<file path="src/rtl/int_claim_ctrl.sv">
`default_nettype none
// ============================================================================
// Module  : int_claim_ctrl
// Brief   : CPU claim/complete front end for the interrupt controller's
//           per-source pending vector. Optional in-service watchdog is
//           enabled by defining INT_CLAIM_TIMEOUT_EN.
// Revision: 1.0 - initial release
// ============================================================================
module int_claim_ctrl #(
   parameter int N              = 5,
   parameter int IDW            = 3,
   parameter int CLR_HOLD       = 3
`ifdef INT_CLAIM_TIMEOUT_EN
   , parameter int TIMEOUT_CYCLES = 1024
`endif
) (
   input  logic           clk_i,
   input  logic           reset_i,
   input  logic [N-1:0]   int_pending_i,
   output logic           cpu_irq_o,
   input  logic           claim_req_i,
   output logic           claim_ack_o,
   output logic           claim_valid_o,
   output logic [IDW-1:0] claim_id_o,
   input  logic           complete_req_i,
   input  logic [IDW-1:0] complete_id_i,
   output logic           complete_ack_o,
   output logic           complete_err_o,
   output logic [N-1:0]   int_clr_o,
   output logic           timeout_err_o
);
   localparam int            HW        = (CLR_HOLD > 1) ? $clog2(CLR_HOLD) : 1;
   localparam logic [HW-1:0] HOLD_LOAD = HW'(CLR_HOLD - 1);

   typedef enum logic [1:0] {
      S_IDLE    = 2'd0,
      S_CLAIMED = 2'd1,
      S_HOLD    = 2'd2
   } state_t;

   state_t         state_q, state_d;
   logic [IDW-1:0] isr_id_q, isr_id_d;
   logic [HW-1:0]  hold_q, hold_d;
   logic [IDW-1:0] enc_id_q, enc_id_d;
   logic           enc_any_q, enc_any_d;
   logic           cpu_irq_q, cpu_irq_d;
   logic           claim_ack_q, claim_ack_d;
   logic           claim_valid_q, claim_valid_d;
   logic [IDW-1:0] claim_id_q, claim_id_d;
   logic           complete_ack_q, complete_ack_d;
   logic           complete_err_q, complete_err_d;
   logic [N-1:0]   int_clr_q, int_clr_d;
   logic           complete_hit;
   logic           timeout_hit;

   // Lowest index wins; the result is registered, so a claim selects from
   // the pending vector as it stood on the previous clock.
   always_comb begin
      enc_id_d  = '0;
      enc_any_d = |int_pending_i;
      for (int i = N - 1; i >= 0; i--) begin
         if (int_pending_i[i]) enc_id_d = IDW'(i);
      end
   end

   // Out-of-range IDs can never equal isr_id, so they always mismatch.
   assign complete_hit = complete_req_i && (complete_id_i == isr_id_q);

   always_comb begin
      state_d        = state_q;
      isr_id_d       = isr_id_q;
      hold_d         = hold_q;
      claim_ack_d    = claim_req_i;
      claim_valid_d  = 1'b0;
      claim_id_d     = '0;
      complete_ack_d = complete_req_i;
      complete_err_d = complete_req_i;
      int_clr_d      = '0;
      case (state_q)
         S_IDLE: begin
            if (claim_req_i && !complete_req_i && enc_any_q) begin
               claim_valid_d = 1'b1;
               claim_id_d    = enc_id_q;
               isr_id_d      = enc_id_q;
               state_d       = S_CLAIMED;
            end
         end
         S_CLAIMED: begin
            claim_id_d = isr_id_q;
            if (complete_hit || timeout_hit) begin
               int_clr_d = N'(1) << isr_id_q;
               hold_d    = HOLD_LOAD;
               state_d   = S_HOLD;
            end
            if (complete_hit) complete_err_d = 1'b0;
         end
         S_HOLD: begin
            if (hold_q == '0) state_d = S_IDLE;
            else              hold_d  = hold_q - HW'(1);
         end
         default: state_d = S_IDLE;
      endcase
      cpu_irq_d = (state_d == S_IDLE) && enc_any_d;
   end

   always_ff @(posedge clk_i or posedge reset_i) begin
      if (reset_i) begin
         state_q        <= S_IDLE;
         isr_id_q       <= '0;
         hold_q         <= '0;
         enc_id_q       <= '0;
         enc_any_q      <= 1'b0;
         cpu_irq_q      <= 1'b0;
         claim_ack_q    <= 1'b0;
         claim_valid_q  <= 1'b0;
         claim_id_q     <= '0;
         complete_ack_q <= 1'b0;
         complete_err_q <= 1'b0;
         int_clr_q      <= '0;
      end else begin
         state_q        <= state_d;
         isr_id_q       <= isr_id_d;
         hold_q         <= hold_d;
         enc_id_q       <= enc_id_d;
         enc_any_q      <= enc_any_d;
         cpu_irq_q      <= cpu_irq_d;
         claim_ack_q    <= claim_ack_d;
         claim_valid_q  <= claim_valid_d;
         claim_id_q     <= claim_id_d;
         complete_ack_q <= complete_ack_d;
         complete_err_q <= complete_err_d;
         int_clr_q      <= int_clr_d;
      end
   end

`ifdef INT_CLAIM_TIMEOUT_EN
   localparam int TW = (TIMEOUT_CYCLES > 1) ? $clog2(TIMEOUT_CYCLES) : 1;

   logic [TW-1:0] tcnt_q, tcnt_d;
   logic          timeout_q, timeout_d;

   // A valid completion on the final watchdog cycle takes precedence.
   always_comb begin
      timeout_hit = (state_q == S_CLAIMED) && !complete_hit &&
                    (tcnt_q == TW'(TIMEOUT_CYCLES - 1));
      tcnt_d      = ((state_q == S_CLAIMED) && !complete_hit && !timeout_hit) ?
                    tcnt_q + TW'(1) : '0;
      timeout_d   = timeout_q | timeout_hit;
   end

   always_ff @(posedge clk_i or posedge reset_i) begin
      if (reset_i) begin
         tcnt_q    <= '0;
         timeout_q <= 1'b0;
      end else begin
         tcnt_q    <= tcnt_d;
         timeout_q <= timeout_d;
      end
   end

   assign timeout_err_o = timeout_q;
`else
   assign timeout_hit   = 1'b0;
   assign timeout_err_o = 1'b0;
`endif

   assign cpu_irq_o      = cpu_irq_q;
   assign claim_ack_o    = claim_ack_q;
   assign claim_valid_o  = claim_valid_q;
   assign claim_id_o     = claim_id_q;
   assign complete_ack_o = complete_ack_q;
   assign complete_err_o = complete_err_q;
   assign int_clr_o      = int_clr_q;
endmodule
`default_nettype wire

</file>
<file path="config.mk">
export PLATFORM = sky130hd
export DESIGN_NAME = int_claim_ctrl
export DESIGN_NICKNAME = d
export VERILOG_FILES = /design/src/rtl/int_claim_ctrl.sv
export SDC_FILE = /design/constraint.sdc
export NUM_CORES = 1
export LEC_CHECK = 0
export ABC_AREA = 1
export CAP_MARGIN = 20
export CORE_MARGIN = 2
export CORE_UTILIZATION = 51
export CTS_CLUSTER_SIZE = 24
export DETAILED_ROUTE_END_ITERATION = 8
export PLACE_DENSITY = 0.82
export SYNTH_ARGS = -nofsm -noshare
export SYNTH_HDL_FRONTEND = slang
export SYNTH_SLANG_ARGS = --single-unit
</file>
<file path="constraint.sdc">
create_clock -name clk_i -period 2.02 [get_ports clk_i]
set_input_delay 0.404 -clock clk_i [delete_from_list [all_inputs] [get_ports clk_i]]
set_output_delay 0.404 -clock clk_i [all_outputs]
set_load 0.005 [all_outputs]
</file>
# Word level (Yosys, flattened, before mapping)
# Cells that the tools add are included.
# word_totals
ff_bits	24
latch_bits	0
ram_bits	0
rom_bits	0
input_bits	12
output_inout_bits	14
mem_count	0
# classes
add_sub_neg	1
multipliers	0
n_div	0
n_lt_le_gt_ge	0
n_eq_ne	5
n_shift	1
muxes	20
n_bitwise	0
reduce_logical	12
# ops
cell	n
two-way mux 3 bit	6
two-way mux 2 bit	5
two-way mux 5 bit	2
logical NOT 2 bit	3
case mux 2 bit (3 select lines)	1
case mux 3 bit (2 select lines)	1
OR reduction 5 bit	1
<< shifter 1 x 3 -> 5 bit (first input constant)	1
logical AND 1 bit	4
two-way mux 1 bit	4
!= test 2 bit (second input constant)	2
case mux 2 bit (2 select lines)	1
== test 3 bit	1
AND reduction 3 bit	1
== test 2 x 1 -> 1 bit (second input constant)	1
== test 2 bit (second input constant)	1
AND reduction 2 bit	1
nonzero test 2 bit	1
subtractor 2 x 1 -> 2 bit (second input constant)	1
logical NOT 1 bit	1

# Depth between registers and ports, before layout
# Gate-level depths: netlist (run 1).
# logic_depth
word_depth	7
ltp_mapped	9
mapped_depth_nobuf	9

# Worst setup path after synthesis (run 1)
# No wires, ideal clock.
# synth_timing
path_type	flip-flop to flip-flop
startpoint	reg state_q[0]
endpoint	reg cpu_irq_q, in the netlist cpu_irq_o
setup_time_ns	0.119
arrival_time_ns	1.268
path_slack_ns	0.634
stages_incl_launch_ff	9
path_cell_list	dfrtp_1 > inv_1 > ha_1 > inv_1 > or2_2 > a31oi_1 > nand2_1 > nand2_1 > nor2_2
# synth_via
elab_chain_len	4
word_cells_on_any_way	9
classes_between	eq/ne: 2; mux: 4; reduce/logical: 3
# synth_rtl
item	line	source
start, declared	41	state_t state_q, state_d;
start signal, assigned	121	state_q <= state_d;
== test 2 bit, or another cell as far along	79	case (state_q)
case mux 2 bit (3 select lines) *	79	
logical NOT 2 bit *	103	cpu_irq_d = (state_d == S_IDLE) && enc_any_d;
logical AND 1 bit *	103	
via cpu_irq_d	46	logic cpu_irq_q, cpu_irq_d;
end signal, assigned	126	cpu_irq_q <= cpu_irq_d;
end, declared	46	
# The timed path passes the listed nets; every way through them passes the cells marked *.
# A chain may end at the register's enable or synchronous reset.

# Final worst setup path (run 1)
# layout_timing
startpoint	reg cpu_irq_q, in the netlist cpu_irq_o
endpoint	out cpu_irq_o
# layout_rtl
item	line	source
end, declared	20	output logic cpu_irq_o,
# No word-level cell between the ends.

==> out/metrics.csv, run 1 <==
metric,value,unit
crit_chain,clkdlybuf4s50_1,
crit_cells,1,
wl,1.83,mm
cts.path.max_buffers,2,
synth_seq_cells,24,
die_w,49.6,µm
regArea,601,µm²
path_class,reg -> out,
insertion_delay,0.31,ns
viasPerCell,4.83,
ios,26,
max_freq,630,MHz
grtUsageMet1,0.208,
crit_required,1.62,ns
syn_area_per_cell,9.84,µm²
r2r_setup_slack,0.50,ns
coreArea,1960,µm²
start_util,0.541,
crit_buf_inv,1,
gp_congestion,0.828,
switching_share,0.350,
finalCritPeriodShare,0.786,
grt_pass1_wl,3.35,mm
synth_ff_type,dfrtp_1,
grt_start_max_net_pins,25,
dr.pass1.iters,4,
cts-root-buf,clkbuf_4,
final_nets,155,
dp_cells,160,
reg2reg_from,state_q[0]$_DFF_PP0_,
diodes,0,
hold_path.class,in -> async,
critPathTopFamily,buffers and inverters,
combPwrFrac,0.368,
rr_worst_depth,8,
drive_above_1_share,0.140,
hold_viol,0,
setup_viol,0,
synth_area_leaders,"dfrtp_1, nand2_1, inv_1",
grt_setup_unrepaired,false,
grt_overflow,0,
ant_nets,0,
cp.arrival,1.18,ns
cellInternalPower,0.850,mW
cp-endpoint,cpu_irq_o,
num_rows,16,
num_vias,787,
fin_worst_skew,0.00319,ns
power_leakage,0.673,nW
yosysMostFrequentCell,dfrtp_1,
fin_crit,1.59,ns
place_hpwl,1.49,mm
ir_drop,635,µV
netlist_area,1060,µm²
ys_warn_count,0,
synth_edf_count,0,
status,completed,
cts_setup_buffers,0,
start_kind,flip-flop,
h-tree-depth,1,
instances_no_fill,163,
grt_use_total,0.184,
antenna_found_initial,0,
wl_per_cell,11.2,µm
synth.distinct_cells,25,
layout_setup_ws,0.432,ns
post-place-ws,0.300,ns
hold_buffers,0,
maxCapViolations,0,
yosys.area.top_type_share,0.565,
p_clk_frac,0.152,
top_usage_layer,met2,
areaGrowthSynthToFinish,28.6,%
die_y,49.6,µm
p_per_area,956,nW/µm²
yosys-top-cells-count,"dfrtp_1, nand2_1, inv_1",
drv_slew,0,
drc,0,
synth.largest_area_cell,dfrtp_1,
seq_area_frac_synth,0.565,
grt_use_met2,0.320,
reg2reg_to,cpu_irq_o$_DFF_PP0_,
async_flop_share,1.00,
cp-end-kind,output pin,
grt_util_met3,0.0394,
drt_iter0_markers,12,
cp-startpoint,cpu_irq_o$_DFF_PP0_,
path_clk_slew,0.12,ns
portBuffers,24,
synth_cells,108,
multi_input_area,379,µm²
post_cts_resized,0,
max_stage_delay,0.50,ns
cts_tree,done,
design.die.area,2460,µm²
cp_max_fo,1,
cpMaxStageDelayCell,clkdlybuf4s50_1,
cts_sinks,24,
seq_power_share,0.479,
grt_pass1_vias,795,
finish.utilization,0.696,
p_sw,0.457,mW
cts_buffers,3,
synth_nets,125,
tns,0,ns
finalPower,1.31,mW
fillers,163,
## final cells by class
cell class              count  share of cell area
clock buffers               3              0.0165
inverters                  20              0.0549
multi-input cells          63               0.277
flip-flops and latches     24               0.440
well taps                  27              0.0247
repair buffers             26               0.187
## kinds of logic (layout without fill, tap and decap cells)
group                    after synthesis  in the layout  share of synthesized area
flip-flops                            24             24                      0.565
adder cells (fa/ha/maj)                5              5                     0.0589
other                                  1              1                    0.00353
AND/OR/NAND/NOR                       47             47                      0.237
XOR/XNOR                               1              1                    0.00825
buffers and inverters                 21             49                     0.0777
AO/OA/AOI/OAI                          9              9                     0.0495
## cells in the final DEF (no fill, tap or decap), drive strengths merged
cell type,instances
a21oi,2
a31oi,1
buf,2
clkbuf,3
clkdlybuf4s50,24
conb,1
dfrtp,24
ha,5
inv,20
nand2,24
nand3,5
nand3b,1
nand4,4
nor2,6
nor3,2
nor4,4
o21ai,5
o21bai,1
or2,1
xnor2,1
## flip-flops by register name, indices dropped and copies added, names as in the netlist
name / flops
claim_ack_o: 1
claim_id_o: 3
claim_valid_o: 1
complete_ack_o: 1
complete_err_o: 1
cpu_irq_o: 1
enc_any_q: 1
enc_id_q: 3
hold_q: 2
int_clr_o: 5
isr_id_q: 3
state_q: 2
## per-stage QoR
stage / cell area [µm²] / hold slack [ns]
after floorplan: 1060 / 0.419
after global placement: 1340 / 0.452
after detailed placement: 1340 / 0.459
after CTS: 1370 / 0.423
after global routing: 1370 / 0.447
final: 1370 / 0.422
## power groups by stage
stage / Sequential, mW / Clock [mW] / Combinational (mW)
after floorplan: 0.626 / 0 / 0.328
after global placement: 0.632 / 0 / 0.471
after detailed placement: 0.634 / 0 / 0.485
after CTS: 0.625 / 0.207 / 0.485
after global routing: 0.635 / 0.227 / 0.560
final: 0.626 / 0.199 / 0.482
## worst min-delay path by stage
| stage | slack (ns) | to |
|---|---|---|
| after floorplan | 0.42 | claim_ack_o$_DFF_PP0_ |
| after global placement | 0.45 | isr_id_q[0]$_DFFE_PP0P_ |
| after detailed placement | 0.46 | hold_q[0]$_DFFE_PP0P_ |
| after CTS | 0.42 | hold_q[1]$_DFFE_PP0P_ |
| after global routing | 0.45 | complete_ack_o$_DFF_PP0_ |
| final | 0.42 | int_clr_o[2]$_DFF_PP0_ |
## layer usage
layer | vias to the layer above | share of wire
li1 | 397 | -
met1 | 361 | 0.43
met2 | 24 | 0.50
met3 | 5 | 0.050
met4 | 0 | 0.025
met5 | - | 0
## worst register-to-register path, delay by kind of cell, from the launching register on
kind | cells | cell delay, ns
AOI/OAI and AO/OA | 1 | 0.17
adders and majority gates | 1 | 0.18
buffers and inverters | 2 | 0.14
DFF | 1 | 0.43
and+or+nand+nor | 4 | 0.49
(Power assumes the default switching activity.)
==> inputs of run 2 (changes only) <==
--- a/config.mk
+++ b/config.mk
@@ -8,10 +8,10 @@
 export ABC_AREA = 1
 export CAP_MARGIN = 20
 export CORE_MARGIN = 2
-export CORE_UTILIZATION = 51
+export CORE_UTILIZATION = 43
 export CTS_CLUSTER_SIZE = 24
 export DETAILED_ROUTE_END_ITERATION = 8
-export PLACE_DENSITY = 0.82
+export PLACE_DENSITY = 0.74
 export SYNTH_ARGS = -nofsm -noshare
 export SYNTH_HDL_FRONTEND = slang
 export SYNTH_SLANG_ARGS = --single-unit
==> constraint.sdc (replaced) <==
create_clock -name clk_i -period 1.4 [get_ports clk_i]
set_input_delay 0.28 -clock clk_i [delete_from_list [all_inputs] [get_ports clk_i]]
set_output_delay 0.28 -clock clk_i [all_outputs]
set_load 0.005 [all_outputs]
==> out/metrics.csv, run 2 (same netlist as run 1, synthesis figures left out) <==
metric,value,unit,change
grt_pass1_vias,716,,was 795
gp_congestion,0.829,,was 0.828
coreArea,2410,µm²,was 1960 µm²
largest_reg_flops,5,,unchanged
grt_start_max_net_pins,25,,unchanged
drive_above_1_share,0.246,,was 0.140
start_util,0.441,,was 0.541
hold_buffers,0,,unchanged
path_class,reg -> reg,,was reg -> out
die_w,53.7,µm,was 49.6 µm
die_y,53.7,µm,was 49.6 µm
ir_drop,761,µV,was 635 µV
areaGrowthSynthToFinish,36.0,%,was 28.6%
viasPerCell,4.69,,was 4.83
portBuffers,24,,unchanged
layout_setup_ws,0.0598,ns,was 0.432 ns
drv_slew,0,,unchanged
num_vias,806,,was 787
max_freq,746,MHz,
grt_use_total,0.153,,was 0.184
num_rows,18,,was 16
multi_input_area,419,µm²,was 379 µm²
fillers,227,,was 163
insertion_delay,0.31,ns,about the same
cp.arrival,1.55,ns,was 1.18 ns
diodes,0,,unchanged
cp_max_fo,2,,was 1
instances_no_fill,172,,was 163
power_leakage,0.751,nW,was 0.673 nW
start_kind,flip-flop,,unchanged
grt_use_met2,0.238,,was 0.320
r2r_setup_slack,0.06,ns,was 0.50 ns
cts-root-buf,clkbuf_4,,unchanged
drt_iter0_markers,9,,was 12
cp-end-kind,flip-flop,,was output pin
path_clk_slew,0.12,ns,about the same
maxCapViolations,0,,unchanged
rr_worst_depth,7,,was 8
grt_overflow,0,,unchanged
hold_path.class,in -> async,,unchanged
layout_commonest_cell,dfrtp_1,,
status,completed,,unchanged
top_usage_layer,met2,,unchanged
wl_per_cell,11.5,µm,was 11.2 µm
crit_required,1.61,ns,was 1.62 ns
antenna_found_initial,0,,unchanged
final_nets,161,,was 155
design.die.area,2880,µm²,was 2460 µm²
cts_tree,done,,unchanged
final_cell_mix,"dfrtp_1, nand2_1, inv_1, dlygate4sd2_1, clkdlybuf4s50_1",,"was dfrtp_1, clkdlybuf4s50_1, nand2_1, inv_1"
h-tree-depth,1,,unchanged
finalPower,2.02,mW,was 1.31 mW
drc,0,,unchanged
post-place-ws,-0.243,ns,was 0.300 ns
p_per_area,1400,nW/µm²,was 956 nW/µm²
fin_crit,1.34,ns,
cts_sinks,24,,unchanged
cts.path.max_buffers,2,,unchanged
place_hpwl,1.48,mm,was 1.49 mm
cts_buffers,3,,unchanged
hold_viol,0,,unchanged
ant_nets,0,,unchanged
regArea,603,µm²,was 601 µm²
wl,1.98,mm,was 1.83 mm
finalCritPeriodShare,0.957,,
grt_util_met3,0.0278,,was 0.0394
grt_pass1_wl,3.07,mm,was 3.35 mm
ios,26,,unchanged
dp_cells,168,,was 160
dr.pass1.iters,4,,unchanged
grt_setup_unrepaired,true,,was false
grtUsageMet1,0.193,,was 0.208
fin_worst_skew,0.00468,ns,was 0.00319 ns
setup_viol,0,,unchanged
-- run 2: path summary, 6_finish.rpt --
path / start / endpoint
setup / recovery: hold_q[0]$_DFFE_PP0P_ / cpu_irq_o$_DFF_PP0_
hold / removal: reset_i / claim_valid_o$_DFF_PP0_
max in group asynchronous: reset_i / isr_id_q[0]$_DFFE_PP0P_
min in group clk_i: claim_req_i / claim_ack_o$_DFF_PP0_
setup reg to reg: hold_q[0]$_DFFE_PP0P_ / cpu_irq_o$_DFF_PP0_
hold reg to reg: enc_id_q[0]$_DFF_PP0_ / isr_id_q[0]$_DFFE_PP0P_
-- run 2: area by class of cell --
type / count / share of cell area
multi-input cells: 63 / 0.290
well taps: 30 / 0.0260
flip-flops and latches: 24 / 0.417
clock buffers: 3 / 0.0156
inverters: 20 / 0.0519
repair buffers: 32 / 0.199
-- run 2: repair_timing --
action                     4_1_cts  5_1_grt
setup endpoints to repair       14        8
pin swaps                        4        5
buffers inserted                 0        1
resized for setup               17       10
-- run 2: critical path, cell delays in order (launching register included) --
cell and delay [ns]:
dfrtp_1 0.37, inv_1 0.06, ha_2 0.18, or2_4 0.25, a31oi_1 0.17, nand2_1 0.10
nand2_1 0.08, nor2_2 0.03
-- run 2: through the flow --
step	utilization	setup TNS [ns]	hold slack [ns]	instance area, µm²
2_1_floorplan	-	0	0.295	1060
3_3_place_gp	0.575	-1.35	0.448	1390
3_5_place_dp	0.575	-1.89	0.457	1390
4_1_cts	0.584	0	0.297	1410
5_1_grt	0.600	-0.00929	0.365	1450
6_report	0.600	0	0.287	1450
-- run 2: power breakdown --
group	total (mW)	leakage (nW)	internal (mW)	switching, mW
clock network	0.297	0.0138	0.101	0.197
logic	0.819	0.430	0.384	0.435
registers	0.904	0.307	0.815	0.0890
total	2.02	0.751	1.30	0.721
-- run 2: metal layers --
metal,share of wire,vias to the layer above
met4,0.029,0
met2,0.48,37
met5,0,-
met1,0.42,357
met3,0.071,4
li1,-,408
==> inputs of run 3 (changes only) <==
--- a/config.mk
+++ b/config.mk
@@ -11,7 +11,9 @@
 export CORE_UTILIZATION = 43
 export CTS_CLUSTER_SIZE = 24
 export DETAILED_ROUTE_END_ITERATION = 8
-export PLACE_DENSITY = 0.74
+export GPL_TIMING_DRIVEN = 0
+export PLACE_DENSITY = 0.72
+export REMOVE_ABC_BUFFERS = 1
 export SYNTH_ARGS = -nofsm -noshare
 export SYNTH_HDL_FRONTEND = slang
 export SYNTH_SLANG_ARGS = --single-unit
==> out/metrics.csv, run 3 (same netlist as run 1, synthesis figures left out) <==
metric,value,unit,change
status,completed,,unchanged
reg2reg_to,cpu_irq_o$_DFF_PP0_,,unchanged
cpMaxStageDelayCell,dfrtp_1,,unchanged
grt_start_max_net_pins,25,,unchanged
rr_worst_depth,6,,was 7
dr.pass1.iters,4,,unchanged
fin_worst_skew,0.00341,ns,was 0.00468 ns
gp_congestion,0.776,,was 0.829
ant_nets,0,,unchanged
power_leakage,0.733,nW,was 0.751 nW
cts-root-buf,clkbuf_4,,unchanged
hold_path.class,in -> async,,unchanged
finalCritPeriodShare,0.992,,was 0.957
antenna_found_initial,0,,unchanged
max_stage_delay,0.48,ns,was 0.37 ns
largest_reg_flops,5,,unchanged
layout_commonest_cell,dfrtp_1,,unchanged
drt_iter0_markers,6,,was 9
grtUsageMet1,0.176,,was 0.193
fillers,215,,was 227
tns,0,ns,unchanged
hold_viol,0,,unchanged
num_vias,831,,was 806
grt_pass1_vias,743,,was 716
p_clk_frac,0.142,,was 0.147
multi_input_area,439,µm²,was 419 µm²
crit_top_cell,nand2_1,,unchanged
grt_util_met3,0.0167,,was 0.0278
wl_per_cell,12.0,µm,was 11.5 µm
path_clk_slew,0.12,ns,about the same
design.die.area,2880,µm²,unchanged
path_class,reg -> reg,,unchanged
ios,26,,unchanged
final_nets,157,,was 161
cp.arrival,1.60,ns,was 1.55 ns
cp_max_fo,5,,was 2
p_sw,0.756,mW,was 0.721 mW
setup_viol,0,,unchanged
cts_buffers,3,,unchanged
start_util,0.441,,unchanged
drv_slew,0,,unchanged
viasPerCell,4.95,,was 4.69
max_freq,720,MHz,was 746 MHz
start_kind,flip-flop,,unchanged
top_usage_layer,met2,,unchanged
fin_crit,1.39,ns,was 1.34 ns
coreArea,2410,µm²,unchanged
place_hpwl,1.45,mm,was 1.48 mm
die_w,53.7,µm,unchanged
cp-end-kind,flip-flop,,unchanged
r2r_setup_slack,0.01,ns,was 0.06 ns
dp_cells,161,,was 168
grt_setup_unrepaired,true,,unchanged
tightest_slew,0.861,ns,
p_per_area,1440,nW/µm²,was 1400 nW/µm²
instances_no_fill,168,,was 172
areaGrowthSynthToFinish,34.7,%,was 36.0%
ir_drop,630,µV,was 761 µV
regArea,603,µm²,unchanged
cp-startpoint,isr_id_q[2]$_DFFE_PP0P_,,was hold_q[0]$_DFFE_PP0P_
switching_share,0.367,,was 0.357
crit_buf_inv,0,,was 1
portBuffers,24,,unchanged
grt_overflow,0,,unchanged
finish.utilization,0.594,,was 0.600
critPathTopFamily,simple AND/OR/NAND/NOR gates,,unchanged
cellInternalPower,1.31,mW,was 1.30 mW
diodes,0,,unchanged
drc,0,,unchanged
num_rows,18,,unchanged
reg2reg_from,isr_id_q[2]$_DFFE_PP0P_,,was hold_q[0]$_DFFE_PP0P_
hold_buffers,0,,unchanged
seq_power_share,0.437,,was 0.447
h-tree-depth,1,,unchanged
insertion_delay,0.31,ns,about the same
crit_chain,xnor2_2 > nand4_1 > nand2_1 > nand2_1 > nand2_1 > nor2_2,,was inv_1 > ha_2 > or2_4 > a31oi_1 > nand2_1 > nand2_1 > nor2_2
grt_use_met2,0.270,,was 0.238
combPwrFrac,0.421,,was 0.405
wl,2.01,mm,was 1.98 mm
cts.path.max_buffers,2,,unchanged
cts_tree,done,,unchanged
drive_above_1_share,0.225,,was 0.246
final_cell_mix,"dfrtp_1, nand2_1, inv_1, dlygate4sd2_1, clkdlybuf4s50_1",,unchanged
crit_required,1.62,ns,was 1.61 ns
maxCapViolations,0,,unchanged
grt_pass1_wl,3.11,mm,was 3.07 mm
grt_use_total,0.154,,was 0.153
cts_sinks,24,,unchanged
slew_headroom,0.425,,
die_y,53.7,µm,unchanged
[run 3: area by class of cell]
cell class                      instances  area share
Sequential cell                        24       0.421
Multi-Input combinational cell         63       0.307
Timing Repair Buffer                   28       0.177
Inverter                               20      0.0524
Tap cell                               30      0.0262
Clock buffer                            3      0.0157
[run 3: metrics by stage]
| step | worst slack [ns] | total power [mW] | hold WS (ns) | cell area [µm²] |
|---|---|---|---|---|
| floorplan | 0.0137 | 1.37 | 0.295 | 1050 |
| global placement | -0.281 | 1.58 | 0.449 | 1330 |
| detailed placement | -0.326 | 1.62 | 0.456 | 1330 |
| CTS | -0.0229 | 1.94 | 0.448 | 1370 |
| global route | -0.0758 | 2.22 | 0.446 | 1430 |
| finish | 0.0118 | 2.06 | 0.435 | 1430 |
[run 3: worst max path at each step]
stage,depth (start not counted),end,slack [ns]
global placement,6,cpu_irq_o$_DFF_PP0_,-0.28
finish,6,cpu_irq_o$_DFF_PP0_,0.01
CTS,8,cpu_irq_o$_DFF_PP0_,-0.02
global route,6,cpu_irq_o$_DFF_PP0_,-0.08
detailed placement,6,cpu_irq_o$_DFF_PP0_,-0.33
floorplan,8,cpu_irq_o$_DFF_PP0_,0.01
[run 3: layer usage]
metal	vias up	wire length, µm
met1	391	749
met3	5	116
li1	402	-
met5	-	0
met2	33	1090
met4	0	54
[run 3: power by group through the flow]
stage / Sequential [mW] / Clock, mW / Combinational, mW
after CTS: 0.894 / 0.303 / 0.738
after global placement: 0.905 / 0 / 0.671
after floorplan: 0.903 / 0 / 0.471
after global routing: 0.915 / 0.329 / 0.979
final: 0.901 / 0.293 / 0.868
after detailed placement: 0.910 / 0 / 0.714
[run 3: timing repair]
action,in CTS,in global routing
pin swaps,4,4
buffers inserted,1,3
gates resized for setup,19,10
setup endpoints to repair,16,6
==> edit 1, RTL diff (config.mk and constraints of run 3) <==
Set the parameter `CLR_HOLD` to 5 (it was 3).
--- a/src/rtl/int_claim_ctrl.sv
+++ b/src/rtl/int_claim_ctrl.sv
@@ -9,7 +9,7 @@
 module int_claim_ctrl #(
    parameter int N              = 5,
    parameter int IDW            = 3,
-   parameter int CLR_HOLD       = 3
+   parameter int CLR_HOLD       = 5
 `ifdef INT_CLAIM_TIMEOUT_EN
    , parameter int TIMEOUT_CYCLES = 1024
 `endif
Function: changed (a bounded check fails within 10 cycles, from zero or initial values and one cycle with reset_i high).
==> edit 1 against run 3 <==
  * The flow now finishes with violations (negative setup slack)
  * Critical path depth stayed put
  * Final area is 7.4% higher
  * Utilization is 2.1 points higher
  * Via count is 6.5% higher
  * Maximum frequency is 1.3% lower
  * Setup slack worse by 19 ps
  * Synthesized area is 7.9% higher
  * Total power is 11% higher
  * Non-clock buffer count stayed put
  * Sequential cell count is 1 higher
  * Wire length is 5.2% higher
==> edit 1: results <==
export IMPL_status="complete, but fails checks"
export IMPL_violations="negative setup slack"
export IMPL_pwr_share_seq=0.414
export IMPL_slowest_stage="clkdlybuf4s50_1"
export IMPL_dpl_cell_area_mm2=0.00142
export IMPL_via_per_inst=4.89
export IMPL_drt_initial_drc_count=19
export IMPL_peakVddDrop_uv=881
export IMPL_switchingPower_uw=900
export IMPL_synth_compound_area_share=0.0721
export IMPL_final_nets=170
export IMPL_multi_input_gates=72
export IMPL_setup_viol=1
export IMPL_drive_above_1_share=0.219
export IMPL_r2r_slack_ps=30
export IMPL_synth_commonest_cells="nand2_1, dfrtp_1, inv_1"
export IMPL_grt_util_met3=0.0233
export IMPL_grt_use_met1=0.162
export IMPL_grt_pass1_vias=834
export IMPL_synth_fa_ha_area_frac=0.0655
export IMPL_clkPwrFrac=0.145
export IMPL_clk_pin_slew_ps=140
export IMPL_ys_types=26
export IMPL_numClockSinks=25
export IMPL_clock_area_frac=0.0195
export IMPL_grt_first_pass_wirelength_mm=3.40
export IMPL_ys_top_cells_by_area="dfrtp_1, nand2_1, inv_1"
export IMPL_hold_ws_ps=430
export IMPL_rr_startpoint="state_q[0]"
export IMPL_max_stage_delay_ps=510
export IMPL_hpwl_mm=1.53
export IMPL_post_cts_resized=15
export IMPL_avgRoutedWirePerCell_um=11.7
export IMPL_ys_seq_area_frac=0.546
export IMPL_drt_met1_wl_um=908
export IMPL_met2_usage=0.250
export IMPL_layout_nonclk_buf_frac=0.173
export IMPL_syn2layout_area_growth_pct=34.2
export IMPL_grt_max_degree=26
export IMPL_multi_input_area_share=0.321
export IMPL_reg2reg_depth=7
export IMPL_place_congestion=0.823
export IMPL_setup_ws_ps=-7.03
export IMPL_dr_wl_met3_um=114
export IMPL_skew_ps=7.38
export IMPL_setup_tns_ps=-7.03
export IMPL_fillers=205
export IMPL_inv_count=22
export IMPL_slew_headroom=0.396
## edit 1: cell types whose count changed in the layout (fill, tap and decap cells not counted), sizes merged, moves of 2 or more
| cell | run 3 | this run |
|---|---|---|
| inv | 20 | 22 |
| nand2 | 24 | 30 |
| a21oi | 2 | 4 |
| nor2 | 6 | 8 |
| nand4 | 4 | 2 |
| o21ai | 5 | 8 |
## edit 1: logic make-up after synthesis
family | Yosys count
AOI/OAI and AO/OA | 13
xor gates and xnor gates | 1
adders and majority gates | 6
buffers and inverters | 23
DFF | 25
other | 1
and+or+nand+nor | 51
## edit 1: critical path, delay by kind of cell
kind,cells,cell delay (ps)
buffers and inverters,1,510
AND/OR/NAND/NOR,3,580
AO/OA/AOI/OAI,2,260
## edit 1: stage by stage
| step | power (uW) | cells |
|---|---|---|
| 2_1_floorplan | 1530 | 119 |
| 3_3_place_gp | 1750 | 173 |
| 3_5_place_dp | 1790 | 173 |
| 4_1_cts | 2100 | 177 |
| 5_1_grt | 2480 | 181 |
| 6_report | 2300 | 181 |
==> edit 2, RTL diff (flow settings as in run 3) <==
Made on the original files. Encoding of `state_t`: now one-hot (3 bits for 3 states).
--- a/src/rtl/int_claim_ctrl.sv
+++ b/src/rtl/int_claim_ctrl.sv
@@ -32,10 +32,10 @@
    localparam int            HW        = (CLR_HOLD > 1) ? $clog2(CLR_HOLD) : 1;
    localparam logic [HW-1:0] HOLD_LOAD = HW'(CLR_HOLD - 1);
 
-   typedef enum logic [1:0] {
-      S_IDLE    = 2'd0,
-      S_CLAIMED = 2'd1,
-      S_HOLD    = 2'd2
+   typedef enum logic [2:0] {
+      S_IDLE    = 3'b001,
+      S_CLAIMED = 3'b010,
+      S_HOLD    = 3'b100
    } state_t;
 
    state_t         state_q, state_d;
Behaviour: no difference found for any inputs over 10 cycles, from zero or initial values and one cycle with reset_i high; not proved beyond that.
==> edit 2 against run 3 <==
  * Setup slack gained 110 ps
  * Non-clock buffer count is 4 lower
  * Final area shrank 4.8%
  * Cell count unchanged
  * Maximum frequency grew 8.3%
  * Sequential cell count rose by 1
  * Worst hold slack worse by 5.1 ps
  * Synthesized area increased by 1.9%
  * Clock skew grew 2.0 ps
  * Wire length down 11%
  * Sequential share of layout area grew 3.9 points
  * Highest routed layer unchanged
Power is not compared: it rests on default switching activity, and its combinational part moved more than twofold at a synthesized area within 25%.
==> edit 2: results <==
export IMPL_rr_startpoint="state_q[2]"
export IMPL_ys_seq_area_frac=0.579
export IMPL_drive_above_1_share=0.145
export IMPL_skew_ps=5.39
export IMPL_arrival_ps=1490
export IMPL_r2r_slack_ps=120
export IMPL_grt_pass1_vias=706
export IMPL_post_cts_resized=13
export IMPL_routed_wl_met2_um=897
export IMPL_status="finished clean"
export IMPL_worst_pin_slew_ps=893
export IMPL_grt_total_usage=0.144
export IMPL_grt_first_pass_wirelength_mm=2.90
export IMPL_drt_initial_drc_count=15
export IMPL_via_per_inst=4.80
export IMPL_drt_met1_wl_um=721
export IMPL_syn_inst=111
export IMPL_grt_max_degree=26
export IMPL_placedCellCount=164
export IMPL_ys_top_cells_by_area="dfrtp_1, nand2_1, inv_1"
export IMPL_cts_setup_buffers=0
export IMPL_synth_commonest_cells="nand2_1, dfrtp_1, inv_1"
export IMPL_place_congestion=0.816
export IMPL_final_nets=152
export IMPL_min_path_type="input pin to register"
edit 2: cell types whose count changed after synthesis, moves of 2 or more:
cell / run 3 / this run
nand2_1: 19 / 26
ha_1: 5 / 1
inv_1: 18 / 14
nor2_1: 3 / 7
nor4_1: 4 / 0
nand3_1: 3 / 6
nor3_1: 2 / 5
nand4_1: 4 / 2
nand4_2: 0 / 2
nor2_2: 2 / 0
edit 2: final cells by class:
| type | count | share of cell area |
|---|---|---|
| clock buffers | 4 | 0.0193 |
| inverters | 17 | 0.0468 |
| multi-input cells | 68 | 0.282 |
| flip-flops and latches | 25 | 0.460 |
| well taps | 30 | 0.0275 |
| repair buffers | 24 | 0.164 |
edit 2: layer usage:
layer,GRT usage,vias to the layer above
met5,0,-
li1,-,407
met3,0.0306,4
met1,0.147,371
met2,0.265,24
met4,0.0875,0
edit 2: cell families after synthesis:
family | share of synthesized area
buffers and inverters | 0.0659
adder cells (fa/ha/maj) | 0.0116
other | 0.00346
AO/OA/AOI/OAI | 0.0277
flip-flops | 0.579
AND/OR/NAND/NOR | 0.297
XOR/XNOR | 0.0150
edit 2: final timing paths:
kind                                  to  cells past startpoint
max                            hold_q[0]                      4
min                          claim_ack_o                      1
max reg2reg                    hold_q[0]                      4
min reg2reg                claim_id_o[0]                      2
max in group asynchronous      hold_q[0]                      2
min in group asynchronous   int_clr_o[2]                      2
edit 2: where the power goes:
group	internal, uW	leakage (uW)	switching (uW)
sequential	776	0.000320	34.7
combinational	109	0.000381	149
clock	111	0.0000150	195
total	996	0.000716	379
edit 2: metrics by stage:
| step | util | area (um2) | setup WS [ps] | hold WS [ps] |
|---|---|---|---|---|
| global route | 0.560 | 1360 | 31.7 | 414 |
| finish | 0.560 | 1360 | 119 | 430 |
| floorplan | - | 1070 | 297 | 307 |
| CTS | 0.560 | 1360 | 103 | 419 |
| detailed placement | 0.556 | 1350 | -172 | 462 |
| global placement | 0.556 | 1350 | -151 | 446 |
